`src/rtl/riscv_core_div_pkg.sv`:
```
// rtl/riscv_core_div_pkg.sv - shared types and op decode helpers for the radix-2 divider
package riscv_core_div_pkg;

  typedef enum logic [1:0] {
    DIV  = 2'b00,
    DIVU = 2'b01,
    REM  = 2'b10,
    REMU = 2'b11
  } div_op_e;

  typedef enum logic [1:0] {
    IDLE = 2'b00,
    CALC = 2'b01,
    FIX  = 2'b10,
    DONE = 2'b11
  } div_state_e;

  // op[0] clear selects the signed variants (DIV/REM)
  function automatic logic op_is_signed(div_op_e op);
    logic [1:0] raw;
    raw = op;
    return ~raw[0];
  endfunction

  function automatic logic op_is_rem(div_op_e op);
    logic [1:0] raw;
    raw = op;
    return raw[1];
  endfunction

endpackage

```
`src/rtl/riscv_core_div_step.sv`:
```
// rtl/riscv_core_div_step.sv - one combinational non-restoring iteration on an (XLEN+1)-bit accumulator
module riscv_core_div_step #(
  parameter int XLEN = 32
) (
  input  logic [XLEN:0]   acc,
  input  logic [XLEN-1:0] quo,
  input  logic [XLEN-1:0] dvsr,
  output logic [XLEN:0]   acc_next,
  output logic [XLEN-1:0] quo_next
);

  logic [XLEN:0] acc_sh;
  logic [XLEN:0] dvsr_ext;

  always_comb begin
    acc_sh   = {acc[XLEN-1:0], quo[XLEN-1]};
    dvsr_ext = {1'b0, dvsr};
    // the sign of the accumulator before the shift picks subtract or add
    acc_next = acc[XLEN] ? (acc_sh + dvsr_ext) : (acc_sh - dvsr_ext);
    quo_next = {quo[XLEN-2:0], ~acc_next[XLEN]};
  end

endmodule

```
`src/rtl/riscv_core_div_unit.sv`:
```
// rtl/riscv_core_div_unit.sv - iterative RV32M/RV64M divider; RISCV_CORE_DIV_FAST_PATH_EN bypasses /0 and overflow
module riscv_core_div_unit
  import riscv_core_div_pkg::*;
#(
  parameter int XLEN  = 32,
  parameter int TAG_W = 5
) (
  input  logic             i_div_clk,
  input  logic             i_div_rstn,
  input  logic             i_div_valid,
  output logic             o_div_ready,
  input  logic [1:0]       i_div_op,
  input  logic [XLEN-1:0]  i_div_dividend,
  input  logic [XLEN-1:0]  i_div_divisor,
  input  logic [TAG_W-1:0] i_div_tag,
  input  logic             i_div_flush,
  output logic             o_div_valid,
  input  logic             i_div_ready,
  output logic [XLEN-1:0]  o_div_result,
  output logic [TAG_W-1:0] o_div_tag,
  output logic             o_div_busy
);

  localparam int CNT_W = $clog2(XLEN + 1);
  localparam logic [XLEN-1:0] MIN_NEG = {1'b1, {(XLEN-1){1'b0}}};

  div_state_e       state_q, state_d;
  logic [XLEN:0]    acc_q;
  logic [XLEN-1:0]  quo_q;
  logic [XLEN-1:0]  dvsr_q;
  logic [CNT_W-1:0] cnt_q;
  logic             qneg_q, rneg_q, rem_q, dz_q, ovf_q;
  logic [TAG_W-1:0] tag_q;
  logic [XLEN-1:0]  result_q;

  div_op_e          op_in;
  logic             sgn_in, rem_in, dvd_neg, dvs_neg, dz_in, ovf_in;
  logic [XLEN-1:0]  dvd_mag, dvs_mag, fast_res;
  logic             accept, fast_take;

  logic [XLEN:0]    acc_step;
  logic [XLEN-1:0]  quo_step;
  logic [XLEN:0]    r_full;
  logic [XLEN-1:0]  r_fix, q_fix, fix_res;

  always_comb begin
    op_in    = div_op_e'(i_div_op);
    sgn_in   = op_is_signed(op_in);
    rem_in   = op_is_rem(op_in);
    dvd_neg  = sgn_in & i_div_dividend[XLEN-1];
    dvs_neg  = sgn_in & i_div_divisor[XLEN-1];
    dvd_mag  = dvd_neg ? -i_div_dividend : i_div_dividend;
    dvs_mag  = dvs_neg ? -i_div_divisor : i_div_divisor;
    dz_in    = (i_div_divisor == '0);
    ovf_in   = sgn_in & (i_div_dividend == MIN_NEG) & (i_div_divisor == '1);
    fast_res = dz_in ? (rem_in ? i_div_dividend : '1)
                     : (rem_in ? '0 : i_div_dividend);
  end

  assign accept = i_div_valid & (state_q == IDLE) & ~i_div_flush;

`ifdef RISCV_CORE_DIV_FAST_PATH_EN
  assign fast_take = dz_in | ovf_in;
`else
  assign fast_take = 1'b0;
`endif

  riscv_core_div_step #(.XLEN(XLEN)) u_step (
    .acc      (acc_q),
    .quo      (quo_q),
    .dvsr     (dvsr_q),
    .acc_next (acc_step),
    .quo_next (quo_step)
  );

  // With a zero divisor the accumulator ends holding |dividend|, so the signed
  // remainder path already reproduces the dividend; only the quotient is forced.
  always_comb begin
    r_full = acc_q[XLEN] ? (acc_q + {1'b0, dvsr_q}) : acc_q;
    r_fix  = rneg_q ? -r_full[XLEN-1:0] : r_full[XLEN-1:0];
    q_fix  = qneg_q ? -quo_q : quo_q;
    if (dz_q) begin
      q_fix = '1;
    end else if (ovf_q) begin
      q_fix = MIN_NEG;
      r_fix = '0;
    end
    fix_res = rem_q ? r_fix : q_fix;
  end

  always_ff @(posedge i_div_clk or negedge i_div_rstn) begin
    if (!i_div_rstn) begin
      state_q <= IDLE;
    end else begin
      state_q <= state_d;
    end
  end

  always_comb begin
    state_d = state_q;
    if (i_div_flush) begin
      state_d = IDLE;
    end else begin
      case (state_q)
        IDLE:    if (i_div_valid) state_d = fast_take ? DONE : CALC;
        CALC:    if (cnt_q == CNT_W'(1)) state_d = FIX;
        FIX:     state_d = DONE;
        DONE:    if (i_div_ready) state_d = IDLE;
        default: state_d = IDLE;
      endcase
    end
  end

  always_ff @(posedge i_div_clk or negedge i_div_rstn) begin
    if (!i_div_rstn) begin
      acc_q    <= '0;
      quo_q    <= '0;
      dvsr_q   <= '0;
      cnt_q    <= '0;
      qneg_q   <= 1'b0;
      rneg_q   <= 1'b0;
      rem_q    <= 1'b0;
      dz_q     <= 1'b0;
      ovf_q    <= 1'b0;
      tag_q    <= '0;
      result_q <= '0;
    end else if (accept) begin
      acc_q  <= '0;
      quo_q  <= dvd_mag;
      dvsr_q <= dvs_mag;
      cnt_q  <= CNT_W'(XLEN);
      qneg_q <= dvd_neg ^ dvs_neg;
      rneg_q <= dvd_neg;
      rem_q  <= rem_in;
      dz_q   <= dz_in;
      ovf_q  <= ovf_in;
      tag_q  <= i_div_tag;
      if (fast_take) result_q <= fast_res;
    end else if (state_q == CALC) begin
      acc_q <= acc_step;
      quo_q <= quo_step;
      cnt_q <= cnt_q - CNT_W'(1);
    end else if (state_q == FIX) begin
      result_q <= fix_res;
    end
  end

  assign o_div_ready  = (state_q == IDLE);
  assign o_div_busy   = (state_q != IDLE);
  assign o_div_valid  = (state_q == DONE);
  assign o_div_result = result_q;
  assign o_div_tag    = tag_q;

endmodule

```
`config.mk`:
```
export PLATFORM = sky130hd
export DESIGN_NAME = riscv_core_div_unit
export DESIGN_NICKNAME = d
export VERILOG_FILES = /design/src/rtl/riscv_core_div_pkg.sv /design/src/rtl/riscv_core_div_step.sv /design/src/rtl/riscv_core_div_unit.sv
export SDC_FILE = /design/constraint.sdc
export NUM_CORES = 1
export LEC_CHECK = 0
export CORE_ASPECT_RATIO = 2
export CORE_MARGIN = 2
export CORE_UTILIZATION = 35
export DETAILED_ROUTE_END_ITERATION = 12
export DONT_BUFFER_PORTS = 1
export PLACE_DENSITY_LB_ADDON = 0.25
export SLEW_MARGIN = 20
export SYNTH_ARGS = -nofsm -noshare
export SYNTH_HDL_FRONTEND = slang
export SYNTH_SLANG_ARGS = --single-unit
```
`constraint.sdc`:
```
create_clock -name i_div_clk -period 7.2 [get_ports i_div_clk]
set_input_delay 0.36 -clock i_div_clk [delete_from_list [all_inputs] [get_ports i_div_clk]]
set_output_delay 0.36 -clock i_div_clk [all_outputs]
set_load 0.02 [all_outputs]
```
==> results of run 1 <==
-- worst min-delay path by stage --
| stage | from | endpoint | slack [ns] | depth (start not counted) |
|---|---|---|---|---|
| after floorplan | i_div_rstn | acc_q[0] | 0.06 | 0 |
| after global placement | i_div_rstn | o_div_tag[4] | 0.07 | 0 |
| after detailed placement | i_div_rstn | o_div_tag[0] | 0.07 | 0 |
| after CTS | i_div_dividend[31] | quo_q[31] | 0.03 | 2 |
| after global routing | i_div_dividend[1] | quo_q[1] | 0.06 | 2 |
| final | i_div_dividend[31] | quo_q[31] | 0.05 | 2 |
-- cell type report --
cell class                      instances  share of cell area
Inverter                               55              0.0141
Timing Repair Buffer                   25              0.0159
Sequential cell                       147               0.252
Tap cell                              463              0.0397
Clock buffer                           19              0.0303
Clock inverter                         13              0.0118
Multi-Input combinational cell       1386               0.636
-- power groups by stage --
| stage | clock network (mW) | registers [mW] | logic [mW] |
|---|---|---|---|
| after floorplan | 0 | 1.70 | 4.45 |
| after global placement | 0 | 2.05 | 5.52 |
| after detailed placement | 0 | 2.06 | 5.59 |
| after CTS | 0.987 | 2.05 | 5.65 |
| after global routing | 1.01 | 2.09 | 6.30 |
| final | 0.968 | 2.04 | 5.65 |
-- per-layer routing --
metal	wire, um	GRT usage
met5	0	0
met3	1050	0.0256
met4	3670	0.171
met2	25100	0.445
met1	14900	0.210
-- worst register-to-register path: cells and delay by family (launching register included) --
kind                     cells  cell delay [ns]
XOR/XNOR                     1             0.17
flip-flops                   1             0.44
adder cells (fa/ha/maj)      1             0.33
AND/OR/NAND/NOR             10             2.68
AO/OA/AOI/OAI                8             1.41
-- cell usage after synthesis, types with 4 or more instances --
master / instances
nor4_1: 23
o21a_1: 25
o21ai_0: 154
nand4_1: 23
clkbuf_1: 66
nor3b_1: 6
mux2i_1: 64
o211ai_1: 7
o41ai_1: 10
and2_1: 9
a221o_1: 13
and3_1: 8
a21oi_1: 93
ha_1: 76
xor2_1: 96
nor2_1: 146
o21ai_1: 6
a41oi_1: 4
buf_1: 13
o31a_1: 4
nor3_1: 49
a21boi_0: 6
o221ai_1: 16
xnor2_1: 93
nand2b_1: 22
a21o_1: 34
o21bai_1: 7
nand2_1: 187
o211a_1: 4
a211o_1: 7
o31ai_1: 38
mux2_2: 4
nand3_1: 24
a211oi_1: 15
dfrtp_1: 147
inv_1: 54
or4_1: 11
nand3b_1: 8
a31oi_1: 13
nor2b_1: 11
or3_1: 18
-- kinds of logic after synthesis --
kind of cell	after synthesis
DFF	147
adders and majority gates	78
and+or+nand+nor	561
muxes	69
xor gates and xnor gates	189
buffers and inverters	134
AOI/OAI and AO/OA	489
-- sequential cells by signal, summed over array words and instances, names as in the netlist, 2 cells and up --
register and flops:
acc_q 33, cnt_q 6, dvsr_q 32, o_div_result 32, o_div_tag 5, quo_q 32, state_q 2
-- cells in the final DEF, fill, tap and decap left out, types with 11 or more instances in the layout --
cell type	synthesis	layout
a221o_1	13	13
nor2_1	146	146
nand2_1	187	187
ha_1	76	74
xnor2_1	93	93
or4_1	11	11
nand4_1	23	23
nand3_1	24	24
dfrtp_1	147	146
nor2b_1	11	11
mux2i_1	64	64
or3_1	18	18
o21a_1	25	25
nand2b_1	22	22
a211oi_1	15	15
inv_1	54	54
buf_4	0	14
nor3_1	49	49
clkbuf_16	0	17
o31ai_1	38	38
o221ai_1	16	16
a21oi_1	93	93
a31oi_1	13	13
o21ai_0	154	154
a21o_1	34	34
xor2_1	96	96
nor4_1	23	23
-- repair_timing --
| item | in CTS | in global routing |
|---|---|---|
| buffers inserted | 0 | 0 |
| hold buffers | 11 | 0 |
| hold endpoints to repair | 157 | 0 |
| setup endpoints to repair | 0 | 0 |
==> results.sh, run 1 <==
export IMPL_post_route_util=0.385
export IMPL_design_area_sq_um=14600
export IMPL_synthFlopType="dfrtp_1"
export IMPL_slowest_delay_ns=0.61
export IMPL_ys_async_sr_fraction=1.00
export IMPL_synth_top_cell_by_area="dfrtp_1"
export IMPL_cts_sinks=147
export IMPL_placed_area_sq_um=13900
export IMPL_critPathLaunchType="register"
export IMPL_power_density_nw_per_um2=593
export IMPL_antenna_found_initial=0
export IMPL_ir_worst_vdd_mv=0.358
export IMPL_slew_headroom=0.292
export IMPL_combPwrFrac=0.652
export IMPL_start_util=0.355
export IMPL_setup_violations_final=0
export IMPL_tightest_slew_ns=1.05
export IMPL_first_pass_iters=5
export IMPL_seq_area_frac_synth=0.273
export IMPL_post_cts_resized=0
export IMPL_reg2reg_depth=20
export IMPL_place_congestion=0.957
export IMPL_synth_edf_count=0
export IMPL_status="finished clean"
export IMPL_r2r_end="quo_q[0]"
export IMPL_path_max_fanout=5
export IMPL_root_buffer="clkbuf_16"
export IMPL_ys_seq_elements=147
export IMPL_cts_buffer_depth=2
export IMPL_grt_pass1_vias=12694
export IMPL_worstPathArrival_ns=5.49
export IMPL_finalWorstSetupSlack_ns=2.01
export IMPL_drtIter0Drc=676
export IMPL_die_x_um=143
export IMPL_track_usage=0.228
export IMPL_power_share_switching=0.530
export IMPL_grt_pass1_wl_um=70100
export IMPL_period_share=0.721
export IMPL_finClkSkew_ns=0.00977
export IMPL_totalWireLength_um=44700
export IMPL_reg2reg_slack_ns=2.01
export IMPL_synth_xor_xnor_area_share=0.123
export IMPL_max_freq_mhz=193
export IMPL_cts_made_buffers=17
export IMPL_cp_endpoint="quo_q[0]"
export IMPL_slew_violations=0
export IMPL_ios=116
export IMPL_synth_fa_ha_area_frac=0.0737
export IMPL_port_buffers=0
export IMPL_crit_path_end_kind="register"
export IMPL_syn_area_sq_um=13500
export IMPL_ys_warnings_count=0
export IMPL_switchingPower_mw=4.59
export IMPL_max_cap_violations=0
export IMPL_crit_family="simple AND/OR/NAND/NOR gates"
export IMPL_synth_top_family_by_area="compound AO/OA/AOI/OAI gates"
export IMPL_fin_crit_ns=5.19
export IMPL_syn_nets=1821
export IMPL_cp_required_ns=7.49
export IMPL_pre_cts_ws_ns=2.11
export IMPL_area_delta_synth_final_pct=8.57
export IMPL_placed_cells=2065
export IMPL_syn_inst=1667
export IMPL_synth_simple_area_share=0.199
export IMPL_rsz0062_at_grt="false"
export IMPL_die_h_um=281
export IMPL_critical_path_depth=20
export IMPL_rows=101
export IMPL_hold_path_class="in2reg"
export IMPL_overflow=0
export IMPL_cts_max_level=4
export IMPL_route_detailed_drc=0
export IMPL_crit_buf_inv=0
export IMPL_regArea_sq_um=3680
export IMPL_synth_area_top_cells="dfrtp_1 (27%), ha_1 (7.1%), xor2_1 (6.3%)"
export IMPL_coreArea_sq_um=37900
export IMPL_clk_pin_slew_ns=0.06
export IMPL_final_cells=2108
export IMPL_wl_per_cell_um=21.2
export IMPL_dr_total_vias=12379
export IMPL_die_area_sq_um=40100
export IMPL_p_clk_frac=0.112
export IMPL_dp_hpwl_um=35500
export IMPL_grt_max_degree=148
export IMPL_whs_ns=0.0532
export IMPL_critPathKind="reg2reg"
export IMPL_fin_tns_setup_ns=0
export IMPL_seq_power_share=0.236
export IMPL_netlist_cell_type_count=79
export IMPL_synth_top_cell_area_share=0.273
export IMPL_viasPerCell=5.87
export IMPL_clk_latency_ns=0.46
export IMPL_slowest_stage="or4_1"
export IMPL_rr_startpoint="dvsr_q[7]"
export IMPL_cp_common_cell="nand2_1"
export IMPL_cp_cell_sequence="or4_1, or4_1, nor2_1, nand2_1, nor3_1, and2_1, nand2_1, nand2_1, o21ai_0, xor2_1, ha_1, a21oi_1, o21bai_1, a21oi_1, o21bai_1, or3_1, o21ai_0, nor3_1, a41oi_1, a32oi_1"
export IMPL_finalNetCount=1786
export IMPL_ant_nets=0
export IMPL_p_int_mw=4.07
export IMPL_n_fill_cell=3926
export IMPL_synth_compound_area_share=0.240
export IMPL_startpoint="dvsr_q[7]"
export IMPL_diodes=0
export IMPL_syn_area_per_cell_sq_um=8.07
export IMPL_synth_mux_area_frac=0.0527
export IMPL_cts_tree="done"
export IMPL_p_leak_nw=5.96
export IMPL_drive_gt1_frac=0.0444
export IMPL_finalHoldViolCount=0
export IMPL_finalPower_mw=8.66
export IMPL_multi_input_area_sq_um=9290
Power figures use the tool's default switching activity.
==> run 2, diff against run 1 <==
--- a/config.mk
+++ b/config.mk
@@ -5,6 +5,7 @@
 export SDC_FILE = /design/constraint.sdc
 export NUM_CORES = 1
 export LEC_CHECK = 0
+export ABC_AREA = 1
 export CORE_ASPECT_RATIO = 2
 export CORE_MARGIN = 2
 export CORE_UTILIZATION = 35
==> constraint.sdc (replaced) <==
create_clock -name i_div_clk -period 4.65 [get_ports i_div_clk]
set_input_delay 0.2325 -clock i_div_clk [delete_from_list [all_inputs] [get_ports i_div_clk]]
set_output_delay 0.2325 -clock i_div_clk [all_outputs]
set_load 0.02 [all_outputs]
==> run 2 against run 1 <==
  * Sequential power grew 43%
  * Maximum frequency is 32% higher
  * Synthesized cell count rose by 45%
  * Sequential cell count did not move
  * Non-clock buffer count rose by 44
==> results.sh, run 2 <==
export IMPL_antenna_found_initial=1
export IMPL_mostFrequentLayoutCell="nand2_1"
export IMPL_finClkSkew_ns=0.0128
export IMPL_max_cap_violations=0
export IMPL_crit_path_end_kind="register"
export IMPL_use_met3=0.0383
export IMPL_p_int_mw=5.64
export IMPL_finalNetCount=2590
export IMPL_fin_crit_ns=3.93
export IMPL_area_delta_synth_final_pct=11.4
export IMPL_ys_warnings_count=0
export IMPL_path_max_fanout=6
export IMPL_period_share=0.845
export IMPL_ys_seq_elements=147
export IMPL_setup_violations_final=0
export IMPL_r2r_end="acc_q[31]"
export IMPL_design_area_sq_um=16600
export IMPL_grt_pass1_wl_um=86500
export IMPL_totalWireLength_um=54900
export IMPL_hold_end="quo_q[0]"
export IMPL_grtUsageMet2=0.411
export IMPL_min_delay_start="i_div_dividend[0]"
export IMPL_power_share_switching=0.580
export IMPL_seq_area_frac_synth=0.247
export IMPL_synthFlopType="dfrtp_1"
export IMPL_port_buffers=0
export IMPL_cts_buffer_depth=2
export IMPL_root_buffer="clkbuf_16"
export IMPL_ys_async_sr_fraction=1.00
export IMPL_seq_power_share=0.217
export IMPL_overflow=0
export IMPL_dr_total_vias=15462
export IMPL_largest_reg_flops=33
export IMPL_worstPathArrival_ns=4.26
export IMPL_post_cts_resized=0
export IMPL_placed_area_sq_um=15500
export IMPL_finalPower_mw=13.4
export IMPL_cp_required_ns=4.98
export IMPL_p_clk_frac=0.111
export IMPL_reg2reg_slack_ns=0.72
export IMPL_clk_pin_slew_ns=0.07
export IMPL_hold_path_class="in2reg"
export IMPL_switchingPower_mw=7.78
export IMPL_cts_max_level=4
export IMPL_synthTopCellsByCount="nand2_1 (702), inv_1 (320), nor2_1 (255)"
export IMPL_combPwrFrac=0.672
export IMPL_coreArea_sq_um=42300
export IMPL_dp_hpwl_um=44100
export IMPL_slew_violations=0
export IMPL_multi_input_area_sq_um=9700
export IMPL_drtIter0Drc=906
export IMPL_drive_gt1_frac=0.0568
export IMPL_cts_tree="done"
export IMPL_syn_area_per_cell_sq_um=6.18
export IMPL_syn_area_sq_um=14900
export IMPL_critPathLaunchType="register"
export IMPL_ir_worst_vdd_mv=0.337
export IMPL_reg2reg_depth=23
export IMPL_first_pass_iters=5
export IMPL_post_cts_repair_setup_buffers=0
export IMPL_die_h_um=296
export IMPL_fin_tns_setup_ns=0
export IMPL_ios=116
export IMPL_post_route_util=0.393
export IMPL_die_x_um=150
export IMPL_tightest_slew_ns=1.12
export IMPL_grt_busiest_layer="met2"
export IMPL_whs_path_depth=2
export IMPL_synth_area_top_cells="dfrtp_1 (25%), nand2_1 (18%), inv_1 (8.1%)"
export IMPL_place_congestion=0.949
export IMPL_final_cell_mix="nand2_1 (702), inv_1 (320), nor2_1 (254)"
export IMPL_slew_headroom=0.243
export IMPL_critPathKind="reg2reg"
export IMPL_top_register="acc_q"
export IMPL_track_usage=0.253
export IMPL_syn_nets=2565
export IMPL_regArea_sq_um=3680
export IMPL_synth_most_common_cell="nand2_1"
export IMPL_netlist_cell_type_count=57
export IMPL_syn_inst=2411
export IMPL_rsz0062_at_grt="false"
export IMPL_grt_max_degree=148
export IMPL_n_fill_cell=4656
export IMPL_synth_top_cell_area_share=0.247
export IMPL_synth_top_cell_by_area="dfrtp_1"
export IMPL_die_area_sq_um=44400
export IMPL_finalHoldViolCount=0
export IMPL_p_leak_nw=8.34
export IMPL_rows=107
export IMPL_diodes=0
export IMPL_wl_per_cell_um=18.4
export IMPL_max_freq_mhz=254
export IMPL_cts_sinks=147
export IMPL_viasPerCell=5.16
export IMPL_ant_nets=0
export IMPL_grt_use_met1=0.328
export IMPL_clk_latency_ns=0.46
export IMPL_power_density_nw_per_um2=808
export IMPL_status="finished clean"
export IMPL_grt_pass1_vias=15095
export IMPL_rr_startpoint="dvsr_q[1]"
export IMPL_start_util=0.352
export IMPL_synth_edf_count=0
export IMPL_route_detailed_drc=0
export IMPL_cts_made_buffers=17
==> run 2: metrics by stage <==
step | worst slack [ns] | hold WS, ns | cells
floorplan | 1.17 | -0.0631 | 2411
global placement | 0.748 | -0.0575 | 2911
detailed placement | 0.736 | -0.0571 | 2911
CTS | 0.708 | 0.00455 | 2994
global route | 0.202 | 0.00565 | 2994
finish | 0.720 | 0.0216 | 2994
==> run 2: timing repair <==
item | CTS | global route
endpoints found under the setup margin | 0 | 0
hold buffers | 51 | 0
endpoints found under the hold margin | 197 | 0
==> run 2: cell type report <==
class / count / area share
Clock buffer: 18 / 0.0264
Clock inverter: 14 / 0.0111
Inverter: 334 / 0.0756
Multi-Input combinational cell: 1867 / 0.584
Sequential cell: 147 / 0.222
Tap cell: 545 / 0.0411
Timing Repair Buffer: 69 / 0.0399
==> run 2: worst max path at each step <==
stage | depth (start not counted) | startpoint | endpoint
final | 23 | dvsr_q[1] | acc_q[31]
after global routing | 23 | dvsr_q[1] | acc_q[31]
after CTS | 23 | dvsr_q[1] | acc_q[31]
after detailed placement | 23 | dvsr_q[1] | acc_q[31]
after global placement | 23 | dvsr_q[1] | acc_q[31]
after floorplan | 20 | acc_q[32] | acc_q[22]
==> run 2: kinds of logic (layout without fill, tap and decap cells) <==
group,Yosys count,after routing,synth area share
DFF,147,147,0.247
adders and majority gates,78,78,0.0665
AOI/OAI and AO/OA,415,415,0.160
buffers and inverters,397,435,0.103
xor gates and xnor gates,97,97,0.0570
and+or+nand+nor,1277,1277,0.367
==> run 2: power groups by stage <==
| stage | Combinational [mW] | Sequential [mW] | Clock, mW |
|---|---|---|---|
| finish | 9.01 | 2.91 | 1.49 |
| global route | 10.2 | 3.01 | 1.58 |
| CTS | 8.96 | 2.90 | 1.52 |
| detailed placement | 8.85 | 2.92 | 0 |
| global placement | 8.85 | 2.91 | 0 |
| floorplan | 6.60 | 2.51 | 0 |
==> run 2: worst max-delay path, cell delays in order, from the launching register on <==
cell     delay [ns]
dfrtp_1        0.43
inv_1          0.11
nand3_1        0.10
nor2_1         0.23
nand3_1        0.17
nor3_1         0.22
nand2_1        0.14
nor2_1         0.17
nand2_1        0.11
nand2_1        0.11
o21ai_1        0.13
a21oi_1        0.22
nand2_1        0.09
xor2_1         0.15
ha_1           0.38
nand2_1        0.09
nor2_1         0.15
nand4_1        0.12
inv_1          0.07
nand3_1        0.06
o21ai_0        0.25
a21oi_1        0.10
o21ai_0        0.11
o21ai_0        0.10
==> run 2: routing by layer <==
layer  up-vias  share of wire
li1       7911              -
met2       444           0.46
met3       103          0.049
met4         0          0.051
met5         -              0
met1      7004           0.44
